===== config.mk =====
export PLATFORM = sky130hd
export DESIGN_NAME = mmu_scheduler
export DESIGN_NICKNAME = d
export VERILOG_FILES = /design/src/rtl/mmu_pkg.sv /design/src/rtl/mmu_lfsr.sv /design/src/rtl/mmu_scheduler.sv
export SDC_FILE = /design/constraint.sdc
export NUM_CORES = 1
export LEC_CHECK = 0
export CORE_AREA = 2 2 151 116
export CTS_CLUSTER_SIZE = 12
export DETAILED_ROUTE_END_ITERATION = 10
export DIE_AREA = 0 0 153 118
export GPL_TIMING_DRIVEN = 0
export PLACE_DENSITY = 0.82
export SLEW_MARGIN = 20
export SYNTH_ARGS = -nofsm -noshare
export SYNTH_HDL_FRONTEND = slang
export SYNTH_HIERARCHICAL = 1
export SYNTH_SLANG_ARGS = --single-unit

===== constraint.sdc =====
create_clock -name D_CLK -period 2.3 [get_ports D_CLK]
set_input_delay 0.23 -clock D_CLK [delete_from_list [all_inputs] [get_ports D_CLK]]
set_output_delay 0.23 -clock D_CLK [all_outputs]
set_load 0.01 [all_outputs]

===== src/rtl/mmu_pkg.sv =====
// mmu_pkg: shared state encoding, index type and LED thermometer helper for mmu_scheduler.
package mmu_pkg;
    typedef enum logic [1:0] {TDM, RND_PICK, RND_HOLD} state_t;
    typedef logic [3:0] idx_t;
    function automatic logic [15:0] therm(input idx_t idx);
        return (16'd1 << idx) - 16'd1;
    endfunction
endpackage


===== src/rtl/mmu_lfsr.sv =====
// mmu_lfsr: free-running 4-bit Fibonacci LFSR, period 15, synchronous reset to SEED.
module mmu_lfsr #(
    parameter logic [3:0] SEED = 4'b1101
) (
    input  logic       clk,
    input  logic       rst,
    output logic [3:0] q
);
    always_ff @(posedge clk)
        q <= rst ? SEED : {q[2:0], q[3] ^ q[2]};
endmodule


===== src/rtl/mmu_scheduler.sv =====
// mmu_scheduler: TDM / random work-conserving arbiter sharing one W-bit output stream among N requesters.
module mmu_scheduler
    import mmu_pkg::*;
#(
    parameter int         N         = 4,
    parameter int         W         = 64,
    parameter int         SLICE     = 10_000_000,
    parameter logic [3:0] LFSR_SEED = 4'b1101
) (
    input  logic           D_CLK,
    input  logic           D_RST,
    input  logic           D_OFF,
    input  logic [N-1:0]   REQ,
    input  logic [N*W-1:0] DATA,
    output logic [N-1:0]   ACK,
    output logic [W-1:0]   OUT,
    output logic           OUT_VALID,
    input  logic           OUT_READY,
    output logic [N-1:0]   GNT,
    output logic [N-2:0]   LED
);
    localparam int LG = $clog2(N);
    localparam int CW = $clog2(SLICE);

    state_t        state, state_n;
    logic [LG-1:0] idx, idx_n, base, pick, j;
    logic [CW-1:0] cnt, cnt_n;
    logic          gon, gon_n, last, ld, hit;
    logic [3:0]    lfsr;
    logic [15:0]   th;

    mmu_lfsr #(.SEED(LFSR_SEED)) u_lfsr (.clk(D_CLK), .rst(D_RST), .q(lfsr));

    assign base = lfsr[LG-1:0];
    assign last = cnt == CW'(SLICE - 1);
    assign ld   = !OUT_VALID | OUT_READY;
    assign th   = therm(idx_t'(idx));
    assign GNT  = gon ? N'(1) << idx : '0;
    assign LED  = gon ? th[N-2:0] : '0;
    assign hit  = |(GNT & REQ);
    assign ACK  = ld ? GNT & REQ : '0;

    // Descending scan so the requester closest after base wins.
    always_comb begin
        pick = base;
        j = base;
        for (int k = N - 1; k >= 0; k--) begin
            j = base + LG'(k);
            if (REQ[j]) pick = j;
        end
    end

    always_comb begin
        state_n = state;
        idx_n   = idx;
        cnt_n   = last ? '0 : cnt + 1'b1;
        gon_n   = gon;
        case (state)
            TDM: if (last) begin
                if (D_OFF) begin
                    state_n = RND_PICK;
                    gon_n   = 1'b0;
                end else
                    idx_n = idx + 1'b1;
            end
            RND_PICK: begin
                cnt_n = '0;
                if (!D_OFF) begin
                    state_n = TDM;
                    idx_n   = '0;
                    gon_n   = 1'b1;
                end else if (|REQ) begin
                    state_n = RND_HOLD;
                    idx_n   = pick;
                    gon_n   = 1'b1;
                end
            end
            RND_HOLD: if (last || !REQ[idx]) begin
                cnt_n   = '0;
                idx_n   = '0;
                gon_n   = !D_OFF;
                state_n = D_OFF ? RND_PICK : TDM;
            end
            default: state_n = TDM;
        endcase
    end

    always_ff @(posedge D_CLK) begin
        if (D_RST) begin
            state     <= TDM;
            idx       <= '0;
            cnt       <= '0;
            gon       <= 1'b1;
            OUT       <= '0;
            OUT_VALID <= 1'b0;
        end else begin
            state <= state_n;
            idx   <= idx_n;
            cnt   <= cnt_n;
            gon   <= gon_n;
            if (ld) begin
                OUT_VALID <= hit;
                if (hit) OUT <= DATA[idx*W +: W];
            end
        end
    end
endmodule


---- Word level (Yosys, flattened, before mapping) ----
Index checks and enable logic that the tools add are counted.
word-level totals
  register bits after elaboration ......... 98
  logic and storage cells ................. 83
  input port bits ......................... 264
  output and inout port bits .............. 76
operators by class
  add/subtract/negate cells ............... 6
  order comparisons ....................... 5
  multiplexer cells ....................... 39
  equal/unequal tests ..................... 8
  bitwise operators ....................... 3
  reductions and logical operators ........ 12
  shift-type cells ........................ 3
operators by type and width
  operator                                                               count
  256-bit by 9-bit variable part select with 64-bit output               1
  24-bit 2-to-1 mux                                                      2
  24-bit case mux with 2 select lines                                    1
  2-bit 2-to-1 mux                                                       14
  24-bit by 1-bit adder with 24-bit output (second input constant)       1
  24-bit equality test (second input constant)                           1
  2-bit by 3-bit < comparator with 1-bit output (second input constant)  5
  2-bit case mux with 3 select lines                                     2
  1-bit 2-to-1 mux                                                       11
  1-bit binary-select mux with 2-bit select                              5
  5-bit AND reduction                                                    2
  4-bit 2-to-1 mux                                                       2
  2-bit != test (second input constant)                                  4
  4-bit OR reduction                                                     2
  2-bit by 1-bit adder with 2-bit output (second input constant)         2
  2-bit adder (second input constant)                                    2
  4-bit AND                                                              1
  4-bit AND reduction                                                    1
  1-bit by 2-bit left shift with 4-bit output (first input constant)     1
  1-bit zero test                                                        3
  3-bit 2-to-1 mux                                                       1
  3-bit != test (second input constant)                                  1
  1-bit case mux with 3 select lines                                     1
  3-bit nonzero test                                                     1
  9 further kinds                                                        9

---- Depth between registers and ports, before layout ----
Gate-level depths: netlist of run 1.
  depth after elaboration ................. 10
  gate-level depth with buffers ........... 12
  mapped depth without buffers ............ 7

---- Modules after synthesis ----
Netlist of run 1, hierarchy kept.
modules (own cells, without submodules)
  module         times used  seq. area each (µm²)  cells each  area an instance (µm²)
  mmu_scheduler  1           1881.8                584         5592.9
  mmu_lfsr       1           80.1                  9           113.9

---- Least setup slack after synthesis of run 1 ----
No wires, ideal clock.
  path type ............................... register to register
  from .................................... reg idx[0]
  to ...................................... reg OUT[31]
  slack ................................... -43 ps
  cell stages (with the launch flop) ...... 13
  arrival ................................. 2273 ps
  required time ........................... 2230 ps
  period minus slack after synthesis ...... 2343 ps
  path buffers ............................ 5
  setup time .............................. 70 ps
  cells stage by stage .................... dfxtp_1 > buf_2 > buf_4 > buf_2 > inv_1 > ha_1 > nand2_1 > a41o_1 > nand2b_1 > buf_2 > buf_1 > nand2_1 > a21oi_1
between the ends
  word-level cells in the longest chain between the ends .. 5
  elaborated cells between the ends (all ways) .. 6
  classes of those cells .................. 2 x shift; 1 x mux; 1 x bitwise; 2 x reduce/logical
RTL lines
  item                                                                                                              line                  RTL
  start: declaration                                                                                                mmu_scheduler.sv:26   logic [LG-1:0] idx, idx_n, base, pick, j;
  start signal: assignment                                                                                          mmu_scheduler.sv:98   idx <= idx_n;
  parallel branches: the longest is 5 deep, another holds 256-bit by 9-bit variable part select with 64-bit output  --
  end signal: assignment                                                                                            mmu_scheduler.sv:103  if (hit) OUT <= DATA[idx*W +: W];
  end: declaration                                                                                                  mmu_scheduler.sv:16   output logic [W-1:0] OUT,
Several ways; the timed one is not identified.
A chain may end at the register's enable or synchronous reset.

---- Worst setup path in the final report of run 1 ----
  from .................................... reg idx[1]
  to ...................................... out GNT[1]
between the ends
  word-level cells in the longest chain between the ends .. 2
RTL lines
  item                                         line                 RTL
  1-bit by 2-bit left shift with 4-bit output  mmu_scheduler.sv:38  assign GNT = gon ? N'(1) << idx : '0;
  4-bit 2-to-1 mux                             mmu_scheduler.sv:38
  end: declaration                             mmu_scheduler.sv:19  output logic [N-1:0] GNT,
No other way between the ends.

==> flow_metrics.env, run 1 <==
export IMPL_p_leak_nw=3.41
export IMPL_syn_area_sq_mm=0.00571
export IMPL_r2r_end="OUT[12]$_SDFFE_PP0P_"
export IMPL_synth_warnings=6
export IMPL_track_usage=0.236
export IMPL_p_sw_frac=0.249
export IMPL_hold_start="cnt[0]$_SDFF_PP0_"
export IMPL_cp_start_kind="flip-flop"
export IMPL_grt_start_max_net_pins=18
export IMPL_synth_seq_area_share=0.344
export IMPL_vias=6007
export IMPL_gr_total_overflow=0
export IMPL_dp_cells=1147
export IMPL_wl_met2_mm=10.7
export IMPL_tightest_slew_ns=0.682
export IMPL_maxCapViolCount=0
export IMPL_antenna_cells=0
export IMPL_die_h_um=118
export IMPL_most_common_layout_cells="clkdlybuf4s50_1, nand2_1, dfxtp_1"
export IMPL_drive_above_1_share=0.137
export IMPL_cts_tree="done"
export IMPL_cts_sinks=98
export IMPL_netlist_top_cells_area="dfxtp_1, mux4_2, nand2_1"
export IMPL_pwr_share_comb=0.235
export IMPL_fin_worst_skew_ns=0.00988
export IMPL_p_per_area_mw_per_mm2=433
export IMPL_ys_flop_type="dfxtp_1"
export IMPL_h_tree_depth=3
export IMPL_synth_seq_cells=98
export IMPL_grt_pass1_wl_mm=32.9
export IMPL_holdBufCountCts=0
export IMPL_setup_tns_ns=0
export IMPL_yosys_cell_types_count=51
export IMPL_area_growth_pct=70.7
export IMPL_internal_power_w=0.00317
export IMPL_p_switching_w=0.00105
export IMPL_end_kind="output port"
export IMPL_nNetsFinal=1217
export IMPL_clk_latency_ns=0.34
export IMPL_place_congestion=0.878
export IMPL_required_ns=2.07
export IMPL_finalPower_w=0.00422
export IMPL_num_rows=41
export IMPL_dieWidth_um=153
export IMPL_hold_depth=1
export IMPL_synthCells=593
export IMPL_setup_viol=0
export IMPL_critPathSlowestCell="clkdlybuf4s50_1"
export IMPL_cp_cell_sequence="buf_8 > buf_6 > inv_1 > ha_1 > and2_1 > clkdlybuf4s50_1"
export IMPL_met1_length_mm=8.57
export IMPL_period_minus_slack_ns=2.20
export IMPL_start_util=0.344
export IMPL_antenna_found_initial=2
export IMPL_cts_buffers=9
export IMPL_crit_arrival_ns=1.97
export IMPL_ios=340
export IMPL_final_cells=1164
export IMPL_status="completed"
export IMPL_clk_pin_slew_ns=0.07
export IMPL_dp_hpwl_mm=18.3
export IMPL_core_sq_mm=0.0166
export IMPL_period_share=0.958
export IMPL_wl_met3_mm=2.06
export IMPL_synth_edf_count=0
export IMPL_first_pass_iters=7
export IMPL_hold_class="reg2reg"
export IMPL_first_iter_violations=380
export IMPL_final_antenna_net_count=0
export IMPL_cp_slowest_stage_delay_ns=0.54
export IMPL_cts_root_buf="clkbuf_16"
export IMPL_pwr_share_seq=0.431
export IMPL_io_buffers=339
export IMPL_async_reset_ff_frac=0
export IMPL_pwr_share_clk=0.334
export IMPL_post_drt_wl_per_cell_um=18.8
export IMPL_rsz0062_at_grt="no"
export IMPL_r2r_slack_ns=0.19
export IMPL_top_layer_used="met5"
export IMPL_totalWireLength_mm=21.9
export IMPL_drv_slew=0
export IMPL_dieArea_sq_mm=0.0181
export IMPL_r2r_cells=11
export IMPL_hold_viol=0
export IMPL_fillers=1433
export IMPL_synth_nets=866
export IMPL_avgSynthCellArea_sq_um=9.62
export IMPL_path_class="reg2out"
export IMPL_clk_path_buf_depth=2
export IMPL_netlist_top_cell_by_area="dfxtp_1"
export IMPL_vias_per_cell=5.16
export IMPL_utilization=0.588
export IMPL_crit_path_max_fanout=10
export IMPL_hold_end="cnt[0]$_SDFF_PP0_"
export IMPL_ir_drop_v=0.000306
export IMPL_maxSlewHeadroom=0.546
export IMPL_r2r_start="idx[0]$_SDFFE_PP0P_"
export IMPL_layout_commonest_cell="clkdlybuf4s50_1"
export IMPL_yosysTopAreaCellShare=0.344
export IMPL_clock_fmax_mhz=454
export IMPL_grt_pass1_vias=5954
export IMPL_drc=0
-- routing by layer --
metal | global-route usage | vias to the layer above
met4 | 0.0712 | 4
met3 | 0.0810 | 43
met5 | 0 | -
li1 | - | 2823
met2 | 0.408 | 295
met1 | 0.276 | 2842
-- worst max-delay path, delay by kind of cell, from the launching register on --
kind                       cells  cell delay [ns]
and+or+nand+nor                1             0.15
DFF                            1             0.36
buffers and inverters          4             0.92
adders and majority gates      1             0.20
-- registers in the layout (all words and copies together) (netlist names) --
name and cells:
OUT 64, cnt 24, u_lfsr/q 4, idx 2, state 2, OUT_VALID 1
gon 1
-- worst max-delay path by stage --
stage | start | end | slack, ns
global route | idx[0]$_SDFFE_PP0P_ | OUT[36]$_SDFFE_PP0P_ | 0.009
CTS | idx[0]$_SDFFE_PP0P_ | OUT[12]$_SDFFE_PP0P_ | 0.0006
detailed placement | idx[1]$_SDFFE_PP0P_ | OUT[7]$_SDFFE_PP0P_ | -0.98
floorplan | idx[0]$_SDFFE_PP0P_ | OUT[0]$_SDFFE_PP0P_ | -0.04
finish | idx[1]$_SDFFE_PP0P_ | GNT[1] | 0.1
global placement | idx[1]$_SDFFE_PP0P_ | OUT[61]$_SDFFE_PP0P_ | -0.93
-- cell usage after synthesis (4+ instances only) --
cell and n:
a21oi_1 69, and2_1 5, buf_1 5, buf_2 19, clkbuf_1 17, dfxtp_1 98, ha_1 9, inv_1 13
mux2i_1 4, mux4_2 65, nand2_1 147, nand2b_1 5, nand3_1 9, nand4_1 7, nor2_1 39, nor2b_1 4
nor3_1 8, nor4_2 5, or2_1 4, xnor2_1 16, xor2_1 7
-- metrics by stage --
stage / worst slack [ns] / cell area (sq um) / hold slack, ns
CTS: 0.000629 / 9750 / 0.456
global placement: -0.934 / 9370 / 0.432
global route: 0.00929 / 9740 / 0.472
floorplan: -0.0394 / 5710 / 0.302
finish: 0.0957 / 9740 / 0.449
detailed placement: -0.978 / 9370 / 0.441
-- repair_timing --
item / CTS / global route
setup endpoints to repair: 74 / 63
resized for setup: 42 / 7
pin swaps: 1 / 0
setup buffers: 2 / 0
endpoints found under the hold margin: 0 / 0
-- cell families (layout without fill, tap and decap cells) --
logic type,Yosys count,after routing,share of synthesized area
buffers and inverters,57,413,0.0443
xor gates and xnor gates,23,23,0.0353
and+or+nand+nor,248,248,0.198
muxes,69,69,0.264
adders and majority gates,9,9,0.0197
DFF,98,98,0.344
AOI/OAI and AO/OA,89,89,0.0952
-- layout make-up --
cell class                      count  area [sq um]  area share
Buffer                             43           285      0.0293
Clock buffer                        9           225      0.0231
Clock inverter                      7          51.3     0.00527
Inverter                           13          48.8     0.00501
Multi-Input combinational cell    438          3490       0.359
Sequential cell                    98          1970       0.202
Tap cell                          215           269      0.0276
Timing Repair Buffer              341          3400       0.349
-- power by group through the flow --
stage / Sequential, W / Clock, W / Combinational, W
floorplan: 0.00188 / 0 / 0.000256
global placement: 0.00185 / 0 / 0.000963
detailed placement: 0.00186 / 0 / 0.000979
CTS: 0.00182 / 0.00146 / 0.000993
global route: 0.00183 / 0.00153 / 0.00105
finish: 0.00182 / 0.00141 / 0.000993
Note: power is estimated with default switching activity, not from simulation.
==> inputs of run 2 (changes only) <==
--- a/config.mk
+++ b/config.mk
@@ -5,6 +5,7 @@
 export SDC_FILE = /design/constraint.sdc
 export NUM_CORES = 1
 export LEC_CHECK = 0
+export ABC_CLOCK_PERIOD_IN_PS = 2300
 export CORE_AREA = 2 2 151 116
 export CTS_CLUSTER_SIZE = 12
 export DETAILED_ROUTE_END_ITERATION = 10
==> results of run 2 <==
No change in the layout: final DEF, timing and power equal those of run 1.
==> inputs of run 3 (changes only) <==
--- a/config.mk
+++ b/config.mk
@@ -6,12 +6,13 @@
 export NUM_CORES = 1
 export LEC_CHECK = 0
 export ABC_CLOCK_PERIOD_IN_PS = 2300
-export CORE_AREA = 2 2 151 116
+export CORE_AREA = 2 2 131 133
 export CTS_CLUSTER_SIZE = 12
 export DETAILED_ROUTE_END_ITERATION = 10
-export DIE_AREA = 0 0 153 118
+export DIE_AREA = 0 0 133 135
+export DONT_BUFFER_PORTS = 1
 export GPL_TIMING_DRIVEN = 0
-export PLACE_DENSITY = 0.82
+export PLACE_DENSITY = 0.54
 export SLEW_MARGIN = 20
 export SYNTH_ARGS = -nofsm -noshare
 export SYNTH_HDL_FRONTEND = slang
==> run 3 against run 2 <==
Clock skew increased by 0.0014 ns; combinational power shrank 65%; sequential power grew 3%; first-iteration DRC count is 27% lower; non-clock buffer count down 334; fmax up 0.58%; flip-flop and latch count did not move; total power fell by 10%; clock power rose by 11%; worst hold slack got worse by 0.33 ns; register-to-register slack got worse by 0.08 ns; global-route usage fell by 2.5 points.
==> flow_metrics.env, run 3 (synthesis results as in run 1) <==
export IMPL_clock_fmax_mhz=456
export IMPL_r2r_slack_ns=0.11
export IMPL_cts_sinks=98
export IMPL_gr_total_overflow=0
export IMPL_final_cells=839
export IMPL_tightest_slew_ns=0.666
export IMPL_period_share=0.953
export IMPL_clk_pin_slew_ns=0.07
export IMPL_r2r_end="OUT[27]$_SDFFE_PP0P_"
export IMPL_place_congestion=0.892
export IMPL_nNetsFinal=883
export IMPL_cts_buffers=9
export IMPL_rsz0062_at_grt="yes"
export IMPL_dp_hpwl_mm=16.2
export IMPL_grt_pass1_vias=4626
export IMPL_required_ns=2.56
export IMPL_whs_ns=0.120
export IMPL_cp_start_kind="flip-flop"
export IMPL_layout_commonest_cell="nand2_1"
export IMPL_vias=4776
export IMPL_most_common_layout_cells="nand2_1, dfxtp_1, a21oi_1"
export IMPL_largest_register="OUT"
export IMPL_first_iter_violations=276
export IMPL_vias_per_cell=5.69
export IMPL_p_leak_nw=2.13
export IMPL_drc=0
export IMPL_status="completed"
export IMPL_grt_pass1_wl_mm=28.4
export IMPL_crit_path_max_fanout=10
export IMPL_setup_viol=0
export IMPL_num_rows=47
export IMPL_h_tree_depth=3
export IMPL_cp_top_family="buffers and inverters"
export IMPL_totalWireLength_mm=20.3
export IMPL_hold_end="cnt[3]$_SDFF_PP0_"
export IMPL_final_antenna_net_count=0
export IMPL_drv_slew=0
export IMPL_critPathSlowestCell="dfxtp_4"
export IMPL_area_growth_pct=12.9
export IMPL_maxSlewHeadroom=0.556
export IMPL_cp_slowest_stage_delay_ns=0.38
export IMPL_top_regs="OUT (64), cnt (24), u_lfsr/q (4)"
export IMPL_post_drt_wl_per_cell_um=24.1
export IMPL_dieArea_sq_mm=0.0180
export IMPL_drive_above_1_share=0.218
export IMPL_cp_cell_sequence="buf_8 > buf_6 > inv_1 > ha_1 > nand2_1 > a41o_1 > nand2b_2 > clkbuf_4 > buf_4 > nand2_1 > a21oi_1"
export IMPL_start_util=0.348
export IMPL_io_buffers=0
export IMPL_grt_start_max_net_pins=18
export IMPL_crit_start="idx[1]$_SDFFE_PP0P_"
export IMPL_crit_arrival_ns=2.45
export IMPL_clk_latency_ns=0.34
export IMPL_dieWidth_um=133
export IMPL_ir_drop_v=0.000305
export IMPL_antenna_found_initial=5
export IMPL_cts_root_buf="clkbuf_16"
export IMPL_hold_class="in2reg"
export IMPL_cp_num_buf_inv=5
export IMPL_first_pass_iters=5
export IMPL_path_class="reg2reg"
export IMPL_core_sq_mm=0.0164
export IMPL_period_minus_slack_ns=2.19
export IMPL_r2r_cells=11
export IMPL_fillers=1624
export IMPL_hold_depth=3
export IMPL_r2r_start="idx[1]$_SDFFE_PP0P_"
export IMPL_utilization=0.393
export IMPL_maxCapViolCount=0
export IMPL_track_usage=0.211
export IMPL_end_kind="flip-flop"
export IMPL_largest_reg_flops=64
export IMPL_hold_viol=0
export IMPL_p_per_area_mw_per_mm2=589
export IMPL_hold_start="D_RST"
export IMPL_dp_cells=813
export IMPL_clk_path_buf_depth=2
export IMPL_ios=340
export IMPL_cts_tree="done"
export IMPL_cp_common_cell="nand2_1"
export IMPL_die_h_um=135
export IMPL_fin_worst_skew_ns=0.0113
## run 3: changes by cell type in the layout (fill, tap and decap cells not counted), moves of 2 or more
cell | previous run | this run
dlygate4sd2_1 | 6 | 0
clkinv_2 | 2 | 0
buf_4 | 15 | 13
diode_2 | 0 | 4
clkbuf_4 | 0 | 5
clkdlybuf4s50_1 | 332 | 0
## run 3: layer usage
layer	vias to the layer above	track usage	share of wire
li1	2159	-	-
met1	2333	0.238	0.37
met2	251	0.375	0.52
met3	31	0.0593	0.083
met4	2	0.0914	0.029
met5	-	0	0.00074
## run 3: through the flow
| step | power (W) | instance area [sq um] | setup WS (ns) | TNS, ns |
|---|---|---|---|---|
| 2_1_floorplan | 0.00214 | 5710 | -0.0394 | -1.57 |
| 3_3_place_gp | 0.00223 | 5980 | -1.03 | -60.13 |
| 3_5_place_dp | 0.00224 | 5980 | -1.11 | -65.04 |
| 4_1_cts | 0.00384 | 6380 | 0.0191 | 0 |
| 5_1_grt | 0.00395 | 6440 | -0.00910 | -0.0228 |
| 6_report | 0.00380 | 6440 | 0.108 | 0 |
## run 3: worst reg2reg max path: cells and delay by family, from the launching register on
kind	cells	cell delay, ns
AO/OA/AOI/OAI	2	0.38
adder cells (fa/ha/maj)	1	0.21
buffers and inverters	5	0.78
flip-flops	1	0.38
AND/OR/NAND/NOR	3	0.37
## run 3: where the power goes
| group | total, W | internal, W | leakage, nW | switching, W |
|---|---|---|---|---|
| registers | 0.00188 | 0.00177 | 0.804 | 0.000102 |
| logic | 0.000349 | 0.000167 | 1.18 | 0.000182 |
| clock network | 0.00157 | 0.000883 | 0.146 | 0.000687 |
## run 3: worst max-delay path by stage
stage / cells after the start / endpoint / slack [ns]
after floorplan: 12 / OUT[0]$_SDFFE_PP0P_ / -0.04
after global placement: 11 / OUT[28]$_SDFFE_PP0P_ / -1.03
after detailed placement: 11 / OUT[22]$_SDFFE_PP0P_ / -1.11
after CTS: 11 / OUT[24]$_SDFFE_PP0P_ / 0.02
after global routing: 11 / OUT[24]$_SDFFE_PP0P_ / -0.009
final: 11 / OUT[27]$_SDFFE_PP0P_ / 0.11
## run 3: what timing repair did
action                                 4_1_cts  5_1_grt
pin swaps                                    1        0
setup buffers                                3        2
hold buffers                                 1        0
setup endpoints to repair                   74       61
gates cloned                                 0        1
endpoints found under the hold margin        4        0
resized for setup                           24       14
## run 3: area by class of cell
| cell class | count | area (sq um) | area share |
|---|---|---|---|
| Timing Repair Buffer | 7 | 55.1 | 0.00855 |
| Clock inverter | 6 | 71.3 | 0.0111 |
| Inverter | 13 | 48.8 | 0.00757 |
| Tap cell | 220 | 275 | 0.0427 |
| Antenna cell | 4 | 10.0 | 0.00155 |
| Clock buffer | 10 | 239 | 0.0371 |
| Sequential cell | 98 | 1970 | 0.305 |
| Multi-Input combinational cell | 438 | 3490 | 0.542 |
| Buffer | 43 | 283 | 0.0439 |
